<file path="config.mk">
export PLATFORM = sky130hd
export DESIGN_NAME = fir_frame_sequencer
export DESIGN_NICKNAME = d
export VERILOG_FILES = /design/src/rtl/fir_seq_pkg.sv /design/src/rtl/fir_out_fifo.sv /design/src/rtl/fir_frame_sequencer.sv
export SDC_FILE = /design/constraint.sdc
export NUM_CORES = 1
export LEC_CHECK = 0
export CORE_UTILIZATION = 38
export CTS_BUF_LIST = sky130_fd_sc_hd__clkbuf_8
export CTS_CLUSTER_SIZE = 40
export DETAILED_ROUTE_END_ITERATION = 10
export DONT_BUFFER_PORTS = 1
export PLACE_DENSITY = 0.62
export SYNTH_ARGS = -nofsm -noshare
export SYNTH_HDL_FRONTEND = slang
export SYNTH_SLANG_ARGS = --single-unit
</file>
<file path="constraint.sdc">
create_clock -name clk -period 4.35 [get_ports clk]
set_input_delay 0.435 -clock clk [delete_from_list [all_inputs] [get_ports clk]]
set_output_delay 0.435 -clock clk [all_outputs]
set_load 0.02 [all_outputs]
</file>
<file path="src/rtl/fir_seq_pkg.sv">
// rtl/fir_seq_pkg.sv - shared types and sizing helpers for the FIR frame sequencer
package fir_seq_pkg;

  // Frame sequencer states: wait for start, feed samples, push zero tail, wait for sink
  typedef enum logic [1:0] {
    IDLE  = 2'd0,
    RUN   = 2'd1,
    FLUSH = 2'd2,
    DRAIN = 2'd3
  } seq_state_t;

  // Number of zero samples needed to push the full convolution tail out of the FIR
  function automatic int flush_len(input int tap_cnt);
    return tap_cnt - 1;
  endfunction

  // Width of a counter that must hold 0..depth inclusive
  function automatic int cnt_width(input int depth);
    return $clog2(depth + 1);
  endfunction

endpackage

</file>
<file path="src/rtl/fir_out_fifo.sv">
// rtl/fir_out_fifo.sv - synchronous first-word-fall-through FIFO for FIR output samples
module fir_out_fifo
  import fir_seq_pkg::*;
#(
  parameter int WIDTH = 20,
  parameter int DEPTH = 64
) (
  input  logic                        clk,
  input  logic                        rst,
  input  logic                        push,
  input  logic [WIDTH-1:0]            wdata,
  input  logic                        pop,
  output logic [WIDTH-1:0]            rdata,
  output logic                        full,
  output logic                        empty,
  output logic [cnt_width(DEPTH)-1:0] count
);

  localparam int AW = $clog2(DEPTH);
  localparam int CW = cnt_width(DEPTH);

  logic [WIDTH-1:0] r_mem [DEPTH];
  logic [AW-1:0]    r_wr_ptr;
  logic [AW-1:0]    r_rd_ptr;
  logic [CW-1:0]    r_count;
  logic             w_do_pop;
  logic             w_do_push;

  assign full      = (r_count == CW'(DEPTH));
  assign empty     = (r_count == '0);
  assign count     = r_count;
  // A pop in the same cycle frees the slot, so a full FIFO may still accept a push
  assign w_do_pop  = pop && !empty;
  assign w_do_push = push && (!full || w_do_pop);
  // Head is presented combinationally; forced to zero when there is nothing valid
  assign rdata     = empty ? '0 : r_mem[r_rd_ptr];

  // Storage write; contents need no reset because count gates visibility
  always_ff @(posedge clk) begin
    if (w_do_push) begin
      r_mem[r_wr_ptr] <= wdata;
    end
  end

  // Pointer and occupancy bookkeeping
  always_ff @(posedge clk) begin
    if (rst) begin
      r_wr_ptr <= '0;
      r_rd_ptr <= '0;
      r_count  <= '0;
    end else begin
      if (w_do_push) r_wr_ptr <= r_wr_ptr + AW'(1);
      if (w_do_pop)  r_rd_ptr <= r_rd_ptr + AW'(1);
      r_count <= r_count + CW'(w_do_push) - CW'(w_do_pop);
    end
  end

endmodule

</file>
<file path="src/rtl/fir_frame_sequencer.sv">
// rtl/fir_frame_sequencer.sv - feeds framed samples plus a zero tail through a FIR and buffers its output
module fir_frame_sequencer
  import fir_seq_pkg::*;
#(
  parameter int DATA_W     = 16,
  parameter int TAP_CNT    = 31,
  parameter int GAIN_W     = 4,
  parameter int LEN_W      = 16,
  parameter int FIFO_DEPTH = 64
) (
  input  logic                     clk,
  input  logic                     rst,
  input  logic                     start,
  input  logic [LEN_W-1:0]         frame_len,
  output logic                     busy,
  output logic                     done,
  input  logic                     s_valid,
  output logic                     s_ready,
  input  logic [DATA_W-1:0]        s_data,
  output logic                     fir_valid_in,
  output logic [DATA_W-1:0]        fir_data_in,
  input  logic                     fir_valid_out,
  input  logic [DATA_W+GAIN_W-1:0] fir_data_out,
  output logic                     m_valid,
  input  logic                     m_ready,
  output logic [DATA_W+GAIN_W-1:0] m_data,
  output logic                     m_last,
  output logic                     err
);

  localparam int FLUSH_LEN = flush_len(TAP_CNT);
  localparam int CNT_W     = cnt_width(FIFO_DEPTH);
  localparam int FL_W      = (TAP_CNT > 2) ? $clog2(TAP_CNT) : 1;
  localparam int OUT_W     = LEN_W + $clog2(TAP_CNT + 1);

  seq_state_t        r_state;
  logic [LEN_W-1:0]  r_len;
  logic [LEN_W-1:0]  r_in_cnt;
  logic [FL_W-1:0]   r_flush_cnt;
  logic [OUT_W-1:0]  r_out_cnt;
  logic [CNT_W-1:0]  r_outstanding;
  logic              r_fir_valid;
  logic [DATA_W-1:0] r_fir_data;
  logic              r_done;
  logic              r_err;

  logic              w_can_issue;
  logic              w_accept;
  logic              w_flush_issue;
  logic              w_issue;
  logic              w_pop;
  logic              w_push;
  logic              w_drop;
  logic              w_fifo_full;
  logic              w_fifo_empty;
  logic [CNT_W-1:0]  w_fifo_count;
  logic [CNT_W-1:0]  w_out_next;
  logic [OUT_W-1:0]  w_last_idx;

  // Credits cover every sample in flight through the FIR plus those waiting in the FIFO
  assign w_can_issue   = (r_outstanding < CNT_W'(FIFO_DEPTH));
  assign s_ready       = (r_state == RUN) && w_can_issue;
  assign w_accept      = s_valid && s_ready;
  assign w_flush_issue = (r_state == FLUSH) && w_can_issue;
  assign w_issue       = w_accept || w_flush_issue;
  assign m_valid       = (w_fifo_count != '0);
  assign w_pop         = m_ready && !w_fifo_empty;
  // FIR output with no frame open, or with no room even after a same-cycle pop, is lost
  assign w_push        = fir_valid_out && (r_state != IDLE) && (!w_fifo_full || w_pop);
  assign w_drop        = fir_valid_out && !w_push;
  assign w_out_next    = r_outstanding + CNT_W'(w_issue) - CNT_W'(w_pop);
  assign w_last_idx    = OUT_W'(r_len) + OUT_W'(TAP_CNT - 2);

  assign busy          = (r_state != IDLE);
  assign done          = r_done;
  assign err           = r_err;
  assign fir_valid_in  = r_fir_valid;
  assign fir_data_in   = r_fir_data;
  assign m_last        = m_valid && (r_out_cnt == w_last_idx);

  fir_out_fifo #(
    .WIDTH (DATA_W + GAIN_W),
    .DEPTH (FIFO_DEPTH)
  ) u_fifo (
    .clk   (clk),
    .rst   (rst),
    .push  (w_push),
    .wdata (fir_data_out),
    .pop   (w_pop),
    .rdata (m_data),
    .full  (w_fifo_full),
    .empty (w_fifo_empty),
    .count (w_fifo_count)
  );

  // Frame FSM with registered FIR drive, credit counter, done pulse and sticky error
  always_ff @(posedge clk) begin
    if (rst) begin
      r_state       <= IDLE;
      r_len         <= '0;
      r_in_cnt      <= '0;
      r_flush_cnt   <= '0;
      r_out_cnt     <= '0;
      r_outstanding <= '0;
      r_fir_valid   <= 1'b0;
      r_fir_data    <= '0;
      r_done        <= 1'b0;
      r_err         <= 1'b0;
    end else begin
      r_fir_valid   <= w_issue;
      r_fir_data    <= w_accept ? s_data : '0;
      r_outstanding <= w_out_next;
      r_done        <= 1'b0;
      if (w_drop) r_err <= 1'b1;
      if (w_pop && (r_state != IDLE)) r_out_cnt <= r_out_cnt + OUT_W'(1);

      case (r_state)
        IDLE: begin
          if (start) begin
            if (frame_len != '0) begin
              r_state     <= RUN;
              r_len       <= frame_len;
              r_in_cnt    <= '0;
              r_flush_cnt <= '0;
              r_out_cnt   <= '0;
            end else begin
              r_done <= 1'b1;
            end
          end
        end
        RUN: begin
          if (w_accept) begin
            r_in_cnt <= r_in_cnt + LEN_W'(1);
            if (r_in_cnt == r_len - LEN_W'(1)) begin
              r_state <= (FLUSH_LEN == 0) ? DRAIN : FLUSH;
            end
          end
        end
        FLUSH: begin
          if (w_can_issue) begin
            r_flush_cnt <= r_flush_cnt + FL_W'(1);
            if (r_flush_cnt == FL_W'(FLUSH_LEN - 1)) r_state <= DRAIN;
          end
        end
        DRAIN: begin
          // Finish in the cycle after the last sample leaves through m
          if (w_out_next == '0) begin
            r_done  <= 1'b1;
            r_state <= IDLE;
          end
        end
        default: r_state <= IDLE;
      endcase
    end
  end

endmodule
</file>
==> results of run 1 <==
layer usage:
metal  share of wire (%)  GRT usage, %
met2                  49          29.9
met3                 7.7          3.64
met4                 2.2          5.16
met5                   0             0
met1                  41          25.4
critical path, stage by stage, from the launching register on:
cell and delay (ns):
dfxtp_4 0.44, buf_16 0.22, buf_4 0.25, mux4_2 0.52, mux4_2 0.58, mux4_2 0.59
and2_1 0.27
final cells by class:
cell class	instances	share of cell area [%]
antenna	6	0.0237
clock buffer	230	4.99
clock inverter	171	1.57
inverter	43	0.254
multi-input combinational	1059	21.4
sequential	1391	64.1
tap	1890	3.73
timing repair buffer	204	3.92
report_power, final:
group	switching, mW	internal (mW)	leakage (nW)
Combinational	3.53	3.18	5.01
Sequential	0.232	14.8	12.4
Clock	5.24	5.21	2.32
Total	9.00	23.2	19.7
cell usage in the layout, fill, tap and decap left out, drive strengths merged, types with 6 or more instances in the layout:
| cell type | count |
|---|---|
| nor3 | 22 |
| xor2 | 53 |
| diode | 6 |
| xnor2 | 37 |
| clkbuf | 234 |
| inv | 102 |
| mux4 | 420 |
| nand4 | 23 |
| dfxtp | 111 |
| or3 | 13 |
| nor2b | 6 |
| and3 | 7 |
| ha | 29 |
| dlygate4sd3 | 63 |
| buf | 137 |
| nor2 | 156 |
| clkinv | 105 |
| mux2i | 7 |
| o21ai | 20 |
| nand3 | 25 |
| nor4 | 13 |
| and2 | 41 |
| a21oi | 37 |
| nand3b | 9 |
| edfxtp | 1280 |
| nand2 | 69 |
worst paths after layout:
| path | slack [ns] | end | depth (start not counted) |
|---|---|---|---|
| hold / removal | 0.11 | r_out_cnt[0] | 4 |
| setup reg to reg | 0.20 | r_state[1] | 17 |
| hold reg to reg | 0.52 | u_fifo.r_rd_ptr[5] | 2 |
| setup / recovery | 0.14 | m_data[3] | 6 |
cell usage after synthesis, types with 3 or more instances:
| cell | count |
|---|---|
| mux2i_1 | 7 |
| o21ai_0 | 19 |
| clkbuf_1 | 96 |
| buf_1 | 5 |
| nand3_1 | 25 |
| a21o_1 | 3 |
| nand4_1 | 23 |
| xor2_1 | 53 |
| o211ai_1 | 3 |
| edfxtp_1 | 1280 |
| and3_1 | 7 |
| xnor2_1 | 37 |
| a31oi_1 | 5 |
| mux4_2 | 420 |
| or4_1 | 3 |
| o21bai_1 | 3 |
| nor4_1 | 13 |
| a21oi_1 | 37 |
| nor2_1 | 156 |
| nor2b_1 | 6 |
| nand2b_1 | 3 |
| nor3_1 | 22 |
| nor3b_1 | 3 |
| or2_2 | 4 |
| nand4b_1 | 4 |
| nand3b_1 | 9 |
| nand2_1 | 69 |
| ha_1 | 29 |
| or3_1 | 13 |
| inv_1 | 43 |
| and2_1 | 40 |
| dfxtp_1 | 111 |
| buf_2 | 38 |
through the flow:
step | setup slack [ns] | TNS [ns] | instances
after floorplan | 0.452 | 0 | 2634
after global placement | 0.312 | 0 | 4488
after detailed placement | 0.0920 | 0 | 4488
after CTS | -0.00272 | -0.00272 | 4982
after global routing | 0.00663 | 0 | 4989
final | 0.144 | 0 | 4994
registers in the layout (all words and copies together), names as in the netlist, 2 cells and up, named ones only:
name and count:
u_fifo.r_wr_ptr 6, u_fifo.r_rd_ptr 6, r_in_cnt 16, r_state 2, u_fifo.count 7, r_flush_cnt 5
r_outstanding 7, r_len 16, u_fifo.r_mem 1280, fir_data_in 16, r_out_cnt 21
cell families (layout without fill, tap and decap cells):
logic type | after synthesis | count (layout)
compound gates | 100 | 100
xor+xnor | 91 | 91
fa+ha+maj | 31 | 31
buf+inv | 184 | 648
flops | 1391 | 1391
mux | 427 | 427
other cells | 0 | 6
simple gates | 410 | 410
repair_timing:
item,CTS,global route
endpoints found under the setup margin,20,18
setup buffers,10,1
resized for setup,5,7
hold buffers,83,1
gates cloned,0,4
endpoints found under the hold margin,1355,15
pin swaps,0,0
==> results.cfg, run 1 <==
[timing]
relSlewSlack_pct = 23.3
maxSlewViolCount = 0
min_period_ns = 4.21
worstMarginPinSlew_ns = 1.15
fin_skew_ns = 0.0719
setup_viol = 0
period_share_pct = 96.7
hold_ws_ns = 0.107
rsz0062_at_grt = false
max_freq_mhz = 238
hold_viol = 0

[synthesis]
synth_mux_area_share_pct = 17.4
synth-main-ff-cell = edfxtp_1
synth_top_area_share_pct = 70.1
synth_xor_area_share_pct = 1.48
synth_top_family_by_area = multiplexers
synth_cell_types = 67
synth_edf_count = 1280
synthAdderAreaFrac_pct = 0.735
async_reset_ff_share_pct = 0
syn-num-nets = 2723
synth_top_area_cell = edfxtp_1
syn_area_um2 = 54800
yosys_warnings = 0
synthTopCellsByArea = edfxtp_1 (70%), mux4_2 (17%), dfxtp_1 (4.1%), nor2_1 (1.1%), xor2_1 (0.85%)
syn_inst = 2634
synth_compound_area_share_pct = 1.16
ys_seq_area_share_pct = 74.2
avgSynthCellArea_um2 = 20.8
synth_seq_cells = 1391
synth-simple-area-share_pct = 3.67

[clock_network]
cts.sinks = 1391
cts_tree = built
cts_buffers = 217
cts_max_path_buffers = 3
cts_root_buffer = clkbuf_8
path_clk_slew_ns = 0.06
cts-htree-levels = 4
clock_latency_ns = 0.93

[finish]
layout.nets = 3005
nFillCells = 12000
area_delta_synth_final_pct = 15.7
seqCellArea_um2 = 40700
drive_gt1_share_pct = 29.9
final_area_um2 = 63400
multi_input_area_um2 = 13600
utilization_pct = 44.6

[setup_path]
cp-start-kind = flop
r2r_start = u_fifo.count[3]
crit_fanout = 14
cp.arrival_ns = 3.77
crit_type = flop to output pin
cp.required_ns = 3.91
end_kind = output pin

[global_routing]
overflow = 0
grt_max_degree = 79
grt_antenna_before_repair = 5
grt_pass1_wl_um = 194000
track_usage_pct = 18.5
grt_pass1_vias = 28500

[worst_hold_path]
hold_path.startpoint = m_ready
min_path_type = primary input to flop

[drt]
dr.pass1.iters = 5
routed_wl_um = 135000
drt_iter0_drc = 3185
viasPerCell = 5.52
route.detailed.drc = 0
wl_per_cell_um = 27.1
num_vias = 27600
final_antenna_net_count = 0

[floorplan]
start_util_pct = 38.5
dieArea_um2 = 146000
coreArea_um2 = 142000
ios = 101
fp.dieH_um = 382
fp.dieW_um = 382
rows = 138

[place]
portBuffers = 0
gp_congestion = 0.835
dpl_cell_area_um2 = 57800
dpl.hpwl_um = 74200

[power]
finalPower_mw = 32.2
vdd_drop_max_uv = 522
p_per_area_nw_per_um2 = 507
power.leakage_nw = 19.7

[job]
cap_violations = 0

[run_status]
status = completed
No activity file was read; power rests on OpenSTA's default activity.
==> inputs of run 2 (changes only) <==
CORE_MARGIN = 1.5   (was unset)
CORE_UTILIZATION = 50   (was 38)
PLACE_DENSITY = 0.75   (was 0.62)
==> results.cfg, run 2 (synthesis gave the netlist of run 1 again) <==
[floorplan]
ios = 101
fp.dieH_um = 334
start_util_pct = 50.4
rows = 121
dieArea_um2 = 112000
coreArea_um2 = 109000
fp.dieW_um = 334

[finish]
layoutNonFillerInstCount = 4477
drive_gt1_share_pct = 28.8
mostFrequentLayoutCells = edfxtp_1 (1,280), mux4_2 (420), clkbuf_8 (211), inv_1 (111), dfxtp_1 (107)
top_register = u_fifo.r_mem
largest_reg_flops = 1280
layout.nets = 2981
area_delta_synth_final_pct = 13.7
final_common_cell = edfxtp_1
utilization_pct = 57.3
reg_top3 = u_fifo.r_mem (1280), r_out_cnt (21)

[drt]
dr.pass1.iters = 8
routed_wl_um = 129000
route.detailed.drc = 0
drt_iter0_drc = 3592
viasPerCell = 6.17
wl_per_cell_um = 28.9
num_vias = 27600
final_antenna_net_count = 0

[timing]
max_freq_mhz = 236
hold_viol = 0
worstMarginPinSlew_ns = 1.10
relSlewSlack_pct = 26.2
maxSlewViolCount = 0
setup_viol = 0
period_share_pct = 97.6
fin_ws_ns = 0.105
min_period_ns = 4.25
fin_skew_ns = 0.0633

[power]
seqPwrFrac_pct = 47.8
vdd_drop_max_uv = 502
pwr-share-comb_pct = 20.9
finalPower_mw = 31.4
p_per_area_nw_per_um2 = 504
intPower_mw = 22.8
p_sw_mw = 8.68
clockPowerShare_pct = 31.3
switching_share_pct = 27.6
power.leakage_nw = 19.5

[clock_network]
cts-htree-levels = 4
clock_latency_ns = 0.91
cts_tree = built
cts_root_buffer = clkbuf_8
cts_max_path_buffers = 3
path_clk_slew_ns = 0.07
cts.sinks = 1391
cts_buffers = 208

[setup_path]
reg2reg_slack_ns = 0.27
r2r_start = r_state[1]
crit_end = m_data[11]
crit_top_cell = mux4_2
crit_fanout = 23
rr_worst_depth = 16
cp.arrival_ns = 3.81
cp.required_ns = 3.91
cp-start-kind = flop
cpPeakStageDelay_ns = 0.58
worstPathCellList = buf_12 -> buf_16 -> buf_16 -> mux4_2 -> mux4_2 -> mux4_2 -> and2_1
end_kind = output pin
cp_slowest_cell = mux4_2
crit_type = flop to output pin
regToRegEndpoint = r_state[1]

[run_status]
status = completed

[place]
portBuffers = 0
gp_congestion = 0.870
dp.cells = 4008
dpl.hpwl_um = 69900
dpl_worst_slack_ns = 0.128

[global_routing]
grt_pass1_vias = 28300
overflow = 0
grt_pass1_wl_um = 186000
grt_antenna_before_repair = 8
track_usage_pct = 23.1
grt_max_degree = 68

[worst_hold_path]
hold_depth = 4
hold_path.startpoint = m_ready
min_path_type = primary input to flop

[job]
cap_violations = 0
==> run 2: changes by cell type in the layout (fill, tap and decap cells not counted), sizes merged <==
| cell | delta |
|---|---|
| diode | +2 |
| dlygate4sd3 | -4 |
| clkbuf | -22 |
| clkinvlp | +2 |
| buf | -8 |
| clkinv | -32 |
| bufinv | +1 |
| inv | +20 |
==> run 2: cell type report <==
type,count,area [µm²]
well taps,1414,1770
repair buffers,189,2300
clock buffers,211,2900
diodes,8,20.0
multi-input cells,1059,13600
flip-flops and latches,1391,40700
inverters,43,161
fillers,7562,46500
clock inverters,162,925
==> run 2: how the worst min path moves through the flow <==
stage | end | slack [ns]
after floorplan | flop | 0.46
after global placement | r_flush_cnt[3] | 0.49
after detailed placement | r_in_cnt[13] | 0.51
after CTS | done | 0.0007
after global routing | done | 0.05
final | r_out_cnt[0] | 0.06
==> run 2: per-layer routing <==
metal  track usage [%]  wire length (µm)  vias to the layer above
met1              30.2             47400                    14400
met4              8.55              4300                        8
met3              5.91             13400                      282
met2              37.8             64000                     1622
met5                 0                41                        -
li1                  -                 -                    11400
==> run 2: metrics by stage <==
stage / hold slack (ns) / TNS, ns / instance area (µm²)
after floorplan: 0.459 / 0 / 54800
after global placement: 0.493 / 0 / 57100
after detailed placement: 0.506 / 0 / 57100
after CTS: 0.000717 / 0 / 62200
after global routing: 0.0474 / -0.0125 / 62300
final: 0.0620 / 0 / 62300
==> run 2: critical path: cells and delay by family, from the launching register on <==
kind | cells | cell delay, ns
simple gates | 1 | 0.26
buf+inv | 3 | 0.59
mux | 3 | 1.67
flops | 1 | 0.37
==> run 2: power groups by stage <==
stage | registers [mW] | logic, mW | clock network (mW)
after global routing | 15.0 | 6.96 | 10.6
after CTS | 15.0 | 6.39 | 10.0
final | 15.0 | 6.55 | 9.84
after global placement | 15.3 | 5.82 | 0
after detailed placement | 15.3 | 6.02 | 0
after floorplan | 15.2 | 4.51 | 0
==> run 2: what timing repair did <==
action | CTS | global route
hold endpoints to repair | 1355 | 0
hold buffers | 80 | 0
setup endpoints to repair | 20 | 16
setup buffers | 2 | 5
gates cloned | 0 | 1
resized for setup | 2 | 9
